**src/rtl/gpio_mon_pkg.sv**
```systemverilog
// Shared types and helpers for the GPIO pattern monitor.
package gpio_mon_pkg;

  typedef enum logic [1:0] {
    RES_NONE    = 2'd0,
    RES_PASS    = 2'd1,
    RES_FAIL    = 2'd2,
    RES_TIMEOUT = 2'd3
  } result_e;

  typedef enum logic [1:0] {
    ST_IDLE  = 2'd0,
    ST_ARMED = 2'd1,
    ST_HOLD  = 2'd2,
    ST_DONE  = 2'd3
  } state_e;

  localparam int unsigned NPORTS_DEFAULT = 3;

  // Width of the fail_port index; a single port still needs one bit.
  function automatic int unsigned fail_port_w(input int unsigned nports);
    return (nports > 1) ? $clog2(nports) : 1;
  endfunction

  localparam int unsigned FAIL_PORT_W_DEFAULT = fail_port_w(NPORTS_DEFAULT);

endpackage

```
**src/rtl/gpio_pattern_monitor_if.sv**
```systemverilog
// Control/status bundle between the monitor and whatever arms it.
interface gpio_pattern_monitor_if
  import gpio_mon_pkg::*;
#(
  parameter int unsigned NPORTS = 3,
  parameter int unsigned WIDTH  = 32,
  parameter int unsigned CNT_W  = 32
);
  localparam int unsigned BW   = NPORTS * WIDTH;
  localparam int unsigned FP_W = fail_port_w(NPORTS);

  logic [BW-1:0]    port_in;
  logic             start;
  logic             abort;
  logic [BW-1:0]    pass_mask;
  logic [BW-1:0]    pass_value;
  logic [BW-1:0]    fail_mask;
  logic [BW-1:0]    fail_value;
  logic             busy;
  logic             done;
  logic             irq;
  result_e          result;
  logic [FP_W-1:0]  fail_port;
  logic [CNT_W-1:0] elapsed;

  modport master (
    output port_in, start, abort, pass_mask, pass_value, fail_mask, fail_value,
    input  busy, done, irq, result, fail_port, elapsed
  );

  modport slave (
    input  port_in, start, abort, pass_mask, pass_value, fail_mask, fail_value,
    output busy, done, irq, result, fail_port, elapsed
  );

endinterface

```
**src/rtl/gpio_mon_sync.sv**
```systemverilog
// Parametrised-width two-flop synchronizer for asynchronous pad inputs.
module gpio_mon_sync #(
  parameter int unsigned W = 1
) (
  input  logic         clk,
  input  logic         rst_n,
  input  logic [W-1:0] d,
  output logic [W-1:0] q
);

  logic [W-1:0] meta;

  always_ff @(posedge clk or negedge rst_n) begin
    if (!rst_n) begin
      meta <= '0;
      q    <= '0;
    end else begin
      meta <= d;
      q    <= meta;
    end
  end

endmodule

```
**src/rtl/gpio_pattern_monitor.sv**
```systemverilog
// Watches NPORTS synchronized GPIO ports for a held pass pattern, a fail
// pattern or a timeout, and latches the verdict until restarted or aborted.
module gpio_pattern_monitor
  import gpio_mon_pkg::*;
#(
  parameter int unsigned NPORTS         = 3,
  parameter int unsigned WIDTH          = 32,
  parameter int unsigned HOLD_CYCLES    = 4,
  parameter int unsigned TIMEOUT_CYCLES = 100000,
  parameter int unsigned CNT_W          = 32
) (
  input logic                  HCLK,
  input logic                  HRESETn,
  gpio_pattern_monitor_if.slave bus
);

  localparam int unsigned BW   = NPORTS * WIDTH;
  localparam int unsigned FP_W = fail_port_w(NPORTS);
  localparam int unsigned HC_W = $clog2(HOLD_CYCLES + 1);

  logic [BW-1:0]    sync_q;
  logic [BW-1:0]    pass_mask_q;
  logic [BW-1:0]    pass_value_q;
  logic [BW-1:0]    fail_mask_q;
  logic [BW-1:0]    fail_value_q;
  state_e           state;
  logic [HC_W-1:0]  hold_cnt;
  logic [CNT_W-1:0] elapsed_q;
  result_e          result_q;
  logic [FP_W-1:0]  fail_port_q;
  logic             busy_q;
  logic             done_q;
  logic             irq_q;

  logic [NPORTS-1:0] pass_ok;
  logic [NPORTS-1:0] fail_hit;
  logic              pass_all;
  logic              fail_any;
  logic [FP_W-1:0]   fail_idx;
  logic [CNT_W-1:0]  elapsed_inc;
  logic              hold_last;
  logic              timeout_hit;

  gpio_mon_sync #(.W(BW)) u_sync (
    .clk   (HCLK),
    .rst_n (HRESETn),
    .d     (bus.port_in),
    .q     (sync_q)
  );

  // Per-port compare against the patterns latched at start.
  for (genvar p = 0; p < int'(NPORTS); p++) begin : g_port
    logic [WIDTH-1:0] s_p;
    assign s_p         = sync_q[p*WIDTH +: WIDTH];
    assign pass_ok[p]  = ((s_p ^ pass_value_q[p*WIDTH +: WIDTH]) & pass_mask_q[p*WIDTH +: WIDTH]) == '0;
    assign fail_hit[p] = (fail_mask_q[p*WIDTH +: WIDTH] != '0) &&
                         (((s_p ^ fail_value_q[p*WIDTH +: WIDTH]) & fail_mask_q[p*WIDTH +: WIDTH]) == '0);
  end

  assign pass_all = &pass_ok;
  assign fail_any = |fail_hit;

  // Lowest failing port wins: scan from the top so the lowest index is written last.
  always_comb begin
    fail_idx = '0;
    for (int i = int'(NPORTS) - 1; i >= 0; i--) begin
      if (fail_hit[i]) fail_idx = FP_W'(i);
    end
  end

  assign elapsed_inc = elapsed_q + CNT_W'(1);
  assign hold_last   = (32'(hold_cnt) + 32'd1) == 32'(HOLD_CYCLES);
  assign timeout_hit = elapsed_inc == CNT_W'(TIMEOUT_CYCLES);

  always_ff @(posedge HCLK or negedge HRESETn) begin
    if (!HRESETn) begin
      state        <= ST_IDLE;
      hold_cnt     <= '0;
      elapsed_q    <= '0;
      result_q     <= RES_NONE;
      fail_port_q  <= '0;
      busy_q       <= 1'b0;
      done_q       <= 1'b0;
      irq_q        <= 1'b0;
      pass_mask_q  <= '0;
      pass_value_q <= '0;
      fail_mask_q  <= '0;
      fail_value_q <= '0;
    end else begin
      irq_q <= 1'b0;
      if (bus.abort) begin
        state       <= ST_IDLE;
        hold_cnt    <= '0;
        elapsed_q   <= '0;
        result_q    <= RES_NONE;
        fail_port_q <= '0;
        busy_q      <= 1'b0;
        done_q      <= 1'b0;
      end else begin
        case (state)
          ST_IDLE, ST_DONE: begin
            if (bus.start) begin
              state        <= ST_ARMED;
              hold_cnt     <= '0;
              elapsed_q    <= '0;
              result_q     <= RES_NONE;
              fail_port_q  <= '0;
              busy_q       <= 1'b1;
              done_q       <= 1'b0;
              pass_mask_q  <= bus.pass_mask;
              pass_value_q <= bus.pass_value;
              fail_mask_q  <= bus.fail_mask;
              fail_value_q <= bus.fail_value;
            end
          end
          ST_ARMED, ST_HOLD: begin
            elapsed_q <= elapsed_inc;
            if (fail_any || (pass_all && hold_last) || timeout_hit) begin
              state    <= ST_DONE;
              hold_cnt <= '0;
              busy_q   <= 1'b0;
              done_q   <= 1'b1;
              irq_q    <= 1'b1;
              if (fail_any) begin
                result_q    <= RES_FAIL;
                fail_port_q <= fail_idx;
              end else if (pass_all && hold_last) begin
                result_q <= RES_PASS;
              end else begin
                result_q <= RES_TIMEOUT;
              end
            end else if (pass_all) begin
              hold_cnt <= hold_cnt + HC_W'(1);
              state    <= ST_HOLD;
            end else begin
              hold_cnt <= '0;
              state    <= ST_ARMED;
            end
          end
          default: state <= ST_IDLE;
        endcase
      end
    end
  end

  assign bus.busy      = busy_q;
  assign bus.done      = done_q;
  assign bus.irq       = irq_q;
  assign bus.result    = result_q;
  assign bus.fail_port = fail_port_q;
  assign bus.elapsed   = elapsed_q;

endmodule

```
**src/flat_wrapper.sv**
```systemverilog
// flat-port wrapper written by rule: the top's interface ports become plain ports
module gpio_pattern_monitor_flat import gpio_mon_pkg::*;
#(
  parameter int unsigned NPORTS         = 3,
  parameter int unsigned WIDTH          = 32,
  parameter int unsigned HOLD_CYCLES    = 4,
  parameter int unsigned TIMEOUT_CYCLES = 100000,
  parameter int unsigned CNT_W          = 32
)
  (HCLK, HRESETn, bus_port_in, bus_start, bus_abort, bus_pass_mask, bus_pass_value, bus_fail_mask, bus_fail_value, bus_busy, bus_done, bus_irq, bus_result, bus_fail_port, bus_elapsed);
  gpio_pattern_monitor_if #(.NPORTS(NPORTS), .WIDTH(WIDTH), .CNT_W(CNT_W)) bus_i ();
  input logic HCLK;
  input logic HRESETn;
  input wire logic [$bits(bus_i.port_in)-1:0] bus_port_in;
  input wire logic [$bits(bus_i.start)-1:0] bus_start;
  input wire logic [$bits(bus_i.abort)-1:0] bus_abort;
  input wire logic [$bits(bus_i.pass_mask)-1:0] bus_pass_mask;
  input wire logic [$bits(bus_i.pass_value)-1:0] bus_pass_value;
  input wire logic [$bits(bus_i.fail_mask)-1:0] bus_fail_mask;
  input wire logic [$bits(bus_i.fail_value)-1:0] bus_fail_value;
  output wire logic [$bits(bus_i.busy)-1:0] bus_busy;
  output wire logic [$bits(bus_i.done)-1:0] bus_done;
  output wire logic [$bits(bus_i.irq)-1:0] bus_irq;
  output wire logic [$bits(bus_i.result)-1:0] bus_result;
  output wire logic [$bits(bus_i.fail_port)-1:0] bus_fail_port;
  output wire logic [$bits(bus_i.elapsed)-1:0] bus_elapsed;
  assign bus_i.port_in = bus_port_in;
  assign bus_i.start = bus_start;
  assign bus_i.abort = bus_abort;
  assign bus_i.pass_mask = bus_pass_mask;
  assign bus_i.pass_value = bus_pass_value;
  assign bus_i.fail_mask = bus_fail_mask;
  assign bus_i.fail_value = bus_fail_value;
  assign bus_busy = bus_i.busy;
  assign bus_done = bus_i.done;
  assign bus_irq = bus_i.irq;
  assign bus_result = bus_i.result;
  assign bus_fail_port = bus_i.fail_port;
  assign bus_elapsed = bus_i.elapsed;
  gpio_pattern_monitor #(.NPORTS(NPORTS), .WIDTH(WIDTH), .HOLD_CYCLES(HOLD_CYCLES), .TIMEOUT_CYCLES(TIMEOUT_CYCLES), .CNT_W(CNT_W)) u_core (.HCLK(HCLK), .HRESETn(HRESETn), .bus(bus_i));
endmodule
```
**config.mk**
```make
export PLATFORM = sky130hd
export DESIGN_NAME = gpio_pattern_monitor_flat
export DESIGN_NICKNAME = d
export VERILOG_FILES = /design/src/rtl/gpio_mon_pkg.sv /design/src/rtl/gpio_pattern_monitor_if.sv /design/src/rtl/gpio_mon_sync.sv /design/src/rtl/gpio_pattern_monitor.sv /design/src/flat_wrapper.sv
export SDC_FILE = /design/constraint.sdc
export NUM_CORES = 1
export LEC_CHECK = 0
export CORE_MARGIN = 3
export CORE_UTILIZATION = 55
export CTS_CLUSTER_DIAMETER = 120
export CTS_CLUSTER_SIZE = 8
export DETAILED_ROUTE_END_ITERATION = 8
export PLACE_DENSITY = 0.88
export SYNTH_ARGS = -nofsm -noshare
export SYNTH_HDL_FRONTEND = slang
export SYNTH_HIERARCHICAL = 1
export SYNTH_SLANG_ARGS = --single-unit
```
**constraint.sdc**
```tcl
create_clock -name HCLK -period 7.8 [get_ports HCLK]
set_input_delay 1.17 -clock HCLK [delete_from_list [all_inputs] [get_ports HCLK]]
set_output_delay 1.17 -clock HCLK [all_outputs]
set_load 0.03 [all_outputs]
```
* After elaboration in Yosys (flattened, before gate mapping)
Index checks and enable logic that the tools add are counted.
** Storage, ports and cells
- Logic and storage cells :: 98
- Register bits after elaboration :: 620
- Input bits :: 484
** Cells by class
- Equality and inequality tests :: 8
- Reductions and logical operators :: 23
- Multiplexer cells :: 37
- Bitwise logic cells :: 13
- $add $sub $neg :: 3
** Operators with widths (number)
- $and 32x32->32 :: 6
- $logic_not 32->1 :: 6
- $xor 32x32->32 :: 6
- $reduce_bool 32->1 :: 3
- $mux 32 :: 2
- $pmux 32 s2 :: 1
- $add 32x1->32 const B :: 1
- $eq 32x17->1 const B :: 1
- $eq 32x3->1 const B :: 1
- $mux 2 :: 15
- $mux 3 :: 4
- $pmux 2 s2 :: 3
- $mux 1 :: 9
- $reduce_and 3->1 :: 3
- $ne 3x2->1 const B :: 2
- $pmux 3 s2 :: 1
- $add 3x1->4 const B :: 1
- $eq 2x2->1 const B :: 2
- $logic_and 1x1->1 :: 4
- $pmux 1 s2 :: 2
- $reduce_or 2->1 :: 2
- $add 3x1->3 const B :: 1
- $ne 3x3->1 const B :: 1
- $reduce_or 3->1 :: 1
- other kinds (5) :: 6

* Logic depth before layout (Yosys ltp)
- Depth after elaboration :: 11
- Mapped depth :: 10
- Gate-level depth less buffers :: 9

* Modules after synthesis
The synthesis kept the hierarchy.
** Modules (own cells, without submodules)
- gpio_pattern_monitor :: cells each 1501, times used 1, area an instance 19685.1 um^2
- gpio_mon_sync :: cells each 192, times used 1, area an instance 4804.6 um^2

* Least setup slack after synthesis
OpenSTA, ideal clock, no wires.
- Path type :: reg2reg
- Start :: register u_core.elapsed_q[0], in the netlist u_core/bus.elapsed[0]
- End :: register u_core.hold_cnt[0]
- Data required time :: 7.675 ns
- Period minus slack after synthesis :: 3.299 ns
- Path slack :: 4.501 ns
- Cell stages (with the launch flop) :: 10
- Buffers on the path :: 0
- Setup time :: 0.125 ns
- Data arrival time :: 3.174 ns
- Cell sequence :: dfrtp_1 > ha_1 > nand3_2 > nor4_4 > and4_1 > xor2_1 > or4_1 > nor4_4 > and4b_1 > mux2_2
** On the way
- Longest elaborated chain between the ends :: 6
** Ends and longest elaborated chain
- from (decl) :: RTL line gpio_pattern_monitor.sv:28 : logic [CNT_W-1:0] elapsed_q;
- from (signal assigned) :: RTL line gpio_pattern_monitor.sv:117 : elapsed_q <= elapsed_inc;
- $add 32x1->32 :: RTL line gpio_pattern_monitor.sv:71 : assign elapsed_inc = elapsed_q + CNT_W'(1);
- $eq 32x17->1 :: RTL line gpio_pattern_monitor.sv:73 : assign timeout_hit = elapsed_inc == CNT_W'(TIMEOUT_CYCLES);
- $logic_or 1x1->1 :: RTL line gpio_pattern_monitor.sv:118 : if (fail_any || (pass_all && hold_last) || timeout_hit) begin
- $mux 3 :: RTL line gpio_pattern_monitor.sv:118
- $pmux 3 s2 :: RTL line gpio_pattern_monitor.sv:100 : case (state)
- $mux 3 :: RTL line gpio_pattern_monitor.sv:91 : if (bus.abort) begin
- to (signal assigned) :: RTL line gpio_pattern_monitor.sv:133 : hold_cnt <= hold_cnt + HC_W'(1);
- to (decl) :: RTL line gpio_pattern_monitor.sv:27 : logic [HC_W-1:0] hold_cnt;
No other way between the ends.
A chain may end at the register's enable or synchronous reset.

* Worst setup path after layout
- Start :: register u_core.elapsed_q[1], in the netlist u_core/bus.elapsed[1]
- End :: register u_core.hold_cnt[0]
Same word-level chain as after synthesis.

==> metrics <==
status complete, no violations; WL per Instance 25.5 um; CTS Buffer Depth 3; remaining routing DRC violations 0; via count 16500; Starting Density 0.562; initial antenna violation count 36; Buf+Inv Stages, Crit Path 0; Buffers on Ports around 520; clk sinks 620; top cell type's share of synthesized area 0.634; crit-path leading delay family simple AND/OR/NAND/NOR gates; Crit path required time 8290 ps; clock root buffer clkbuf_16; setup bufs post-CTS 0; Die Area 0.0471 mm2; synthesized instance count 1693; Yosys reg bits 620; R2R Setup Slk 4010 ps; Slowest-stage cell, CP nor4_2; TNS Setup 0 ps; Clk pwr share 0.370; Worst EP arrival 4280 ps; reg2reg end u_core/hold_cnt[0]; hold_sp u_core/u_sync/meta[64]; FF-to-FF Start u_core/bus.elapsed[1]; Critical Path, Cell by Cell nand4_1 -> nor4_2 -> nand3_1 -> xnor2_1 -> or4_1 -> nor4_4 -> and4b_1 -> mux2_2; fmax 0.264 GHz; Lkg Pwr 13.7 nW; Worst-Margin Slew 1090 ps; max incr delay on CP 1000 ps; H-tree depth 3; Synth cell types 55; EDFF count, synth 0; net switching power 2.37 mW; DRT Wirelength 73000 um; Worst Setup Start Kind register; Die Span Y approximately 220 um; DR iter-0 viols 1557; RSZ-0062 raised after global routing no; global route overflow 0; Async S/R FF share, synth 1.00; combinational power share 0.165; final hold violations 0; DP Wirelength 52400 um; most frequent cells in the layout dfrtp_1, clkdlybuf4s50_1, mux2_2, xor2_1, a22oi_1; Peak VDD IR 207 uV; relative slew slack 0.267; Setup violations, final 0; die span in x 217 um; Avg Vias per Cell 5.77; Worst Hold Path EP u_core/u_sync/q[64]; pin count of the biggest net entering global routing 192; top cells by area, synth dfrtp_1, mux2_2, xor2_1; Pwr per Cell Area 275 mW/mm2; Post-Syn Area between 0.02 and 0.025 mm2; Ports 523; GRT Util Overall 0.310; Int Pwr between 6 and 7 mW; most common cell after layout, fill and taps aside dfrtp_1; clock slew at reported path FFs around 50 ps; ys flop type dfrtp_1; CP Class reg -> reg; fin crit period 3790 ps; HP Class reg -> reg; register area share after synthesis 0.634; sequential power share 0.465; switching fraction of total power 0.264; GPL Wtd Cong between 0.9 and 1; Nets 2726; # fillers 2620; cell row count 76; proportion of layout cells with a drive suffix above 1 0.222; CTS resizes 0; hold path depth 0; critical-path maximum fanout 13; cts bufs inserted 87; first-pass GRT wire length between 100000 and 150000 um; Routed Antenna Nets 0; Yosys top cell by area dfrtp_1; Avg Inst Size Synth between 10 and 15 um2; Pre-Repair DR Iteration Count 5; Max-Cap Viols 0; CTS Hold Buffers Added 0; syn nets 2179; Setup crit end kind register; part of the cycle the worst path needs 0.485; Worst-Skew Late Latency 620 ps; cells on worst reg2reg path 8; Final Slew Violations 0; final worst clock skew 14.6 ps; core area approximately 0.044 mm2; synth warn 6; CTS tree yes; Layout area overhead 33.4%; number of global-route vias before repair ~18000; Min Hold Slack 334 ps
sequential cells by signal, indices dropped and copies added (netlist names):
signal and cells:
u_core/u_sync/q 96, u_core/u_sync/meta 96, u_core/hold_cnt 3, u_core/bus.elapsed 32
u_core/pass_mask_q 96, u_core/fail_mask_q 96, u_core/pass_value_q 96, u_core/bus.done 1
u_core/bus.irq 1, u_core/state 2, u_core/fail_value_q 96, u_core/bus.result 2
u_core/bus.fail_port 2, u_core/bus.busy 1
how the worst max path moves through the flow:
| stage | startpoint | endpoint | slack [ps] | cells past startpoint |
|---|---|---|---|---|
| final | u_core/bus.elapsed[1] | u_core/hold_cnt[0] | 4010 | 8 |
| after global routing | u_core/bus.elapsed[2] | u_core/hold_cnt[0] | 3750 | 8 |
| after CTS | u_core/bus.elapsed[0] | u_core/hold_cnt[0] | 4080 | 8 |
| after detailed placement | bus_abort | u_core/pass_value_q[41] | 3910 | 5 |
| after global placement | bus_abort | u_core/fail_value_q[55] | 4020 | 5 |
| after floorplan | u_core/bus.elapsed[0] | u_core/hold_cnt[0] | 4500 | 9 |
cell families (layout without fill, tap and decap cells):
| kind of cell | Yosys count | count (layout) | share of synthesized area |
|---|---|---|---|
| flip-flops | 620 | 620 | 0.634 |
| multiplexers | 387 | 387 | 0.178 |
| AND/OR/NAND/NOR | 209 | 209 | 0.0492 |
| XOR/XNOR | 205 | 205 | 0.0733 |
| AO/OA/AOI/OAI | 195 | 195 | 0.0532 |
| buffers and inverters | 75 | 628 | 0.0119 |
| adder cells (fa/ha/maj) | 2 | 2 | 0.00102 |
| other | 0 | 26 | 0 |
power groups by stage:
| stage | Clock (mW) | Sequential, mW | Combinational (mW) |
|---|---|---|---|
| 2_1_floorplan | 0 | 4.06 | 0.831 |
| 3_3_place_gp | 0 | 4.15 | 1.41 |
| 3_5_place_dp | 0 | 4.19 | 1.46 |
| 4_1_cts | 3.37 | 4.16 | 1.49 |
| 5_1_grt | 3.51 | 4.22 | 1.59 |
| 6_report | 3.32 | 4.17 | 1.48 |
layer usage:
layer  share of wire  global-route usage  vias up
met4           0.051               0.160       20
li1                -                   -     7177
met5          0.0016                   0        -
met2            0.50               0.511      695
met3           0.074              0.0875      219
met1            0.38               0.376     8376
synth_stat cells, drive strengths merged, types with 2 or more instances:
master	number
dfrtp	620
mux2	385
xor2	197
a22oi	92
clkbuf	64
o21ai	56
nand4	44
nor4	36
nand2	32
nor2	32
nand3	14
a31oi	11
a21oi	10
and3	9
nor3	8
xnor2	8
buf	7
and2	6
and4	6
o31ai	6
a22o	4
inv	4
nand2b	3
or2	3
or3	3
a221oi	2
and4b	2
ha	2
mux2i	2
nor2b	2
nor3b	2
o21a	2
o22ai	2
o41ai	2
or4	2
per-stage QoR:
stage	utilization	instances	power, mW	setup WS [ps]	instance area [um2]
after CTS	0.749	2831	9.02	4080	32600
after floorplan	-	1693	4.89	4500	24500
after global routing	0.750	2855	9.31	3750	32700
final	0.750	2857	8.97	4010	32700
after global placement	0.696	2736	5.56	4020	30300
after detailed placement	0.696	2736	5.65	3910	30300
cell type report:
type	count	area (um2)	area share
diodes	26	65.1	0.00199
clock buffers	88	2200	0.0674
clock inverters	7	113	0.00345
inverters	4	15.0	0.000460
multi-input cells	998	8690	0.266
flip-flops and latches	620	15500	0.475
well taps	585	732	0.0224
repair buffers	529	5350	0.164
(Power assumes the default switching activity.)
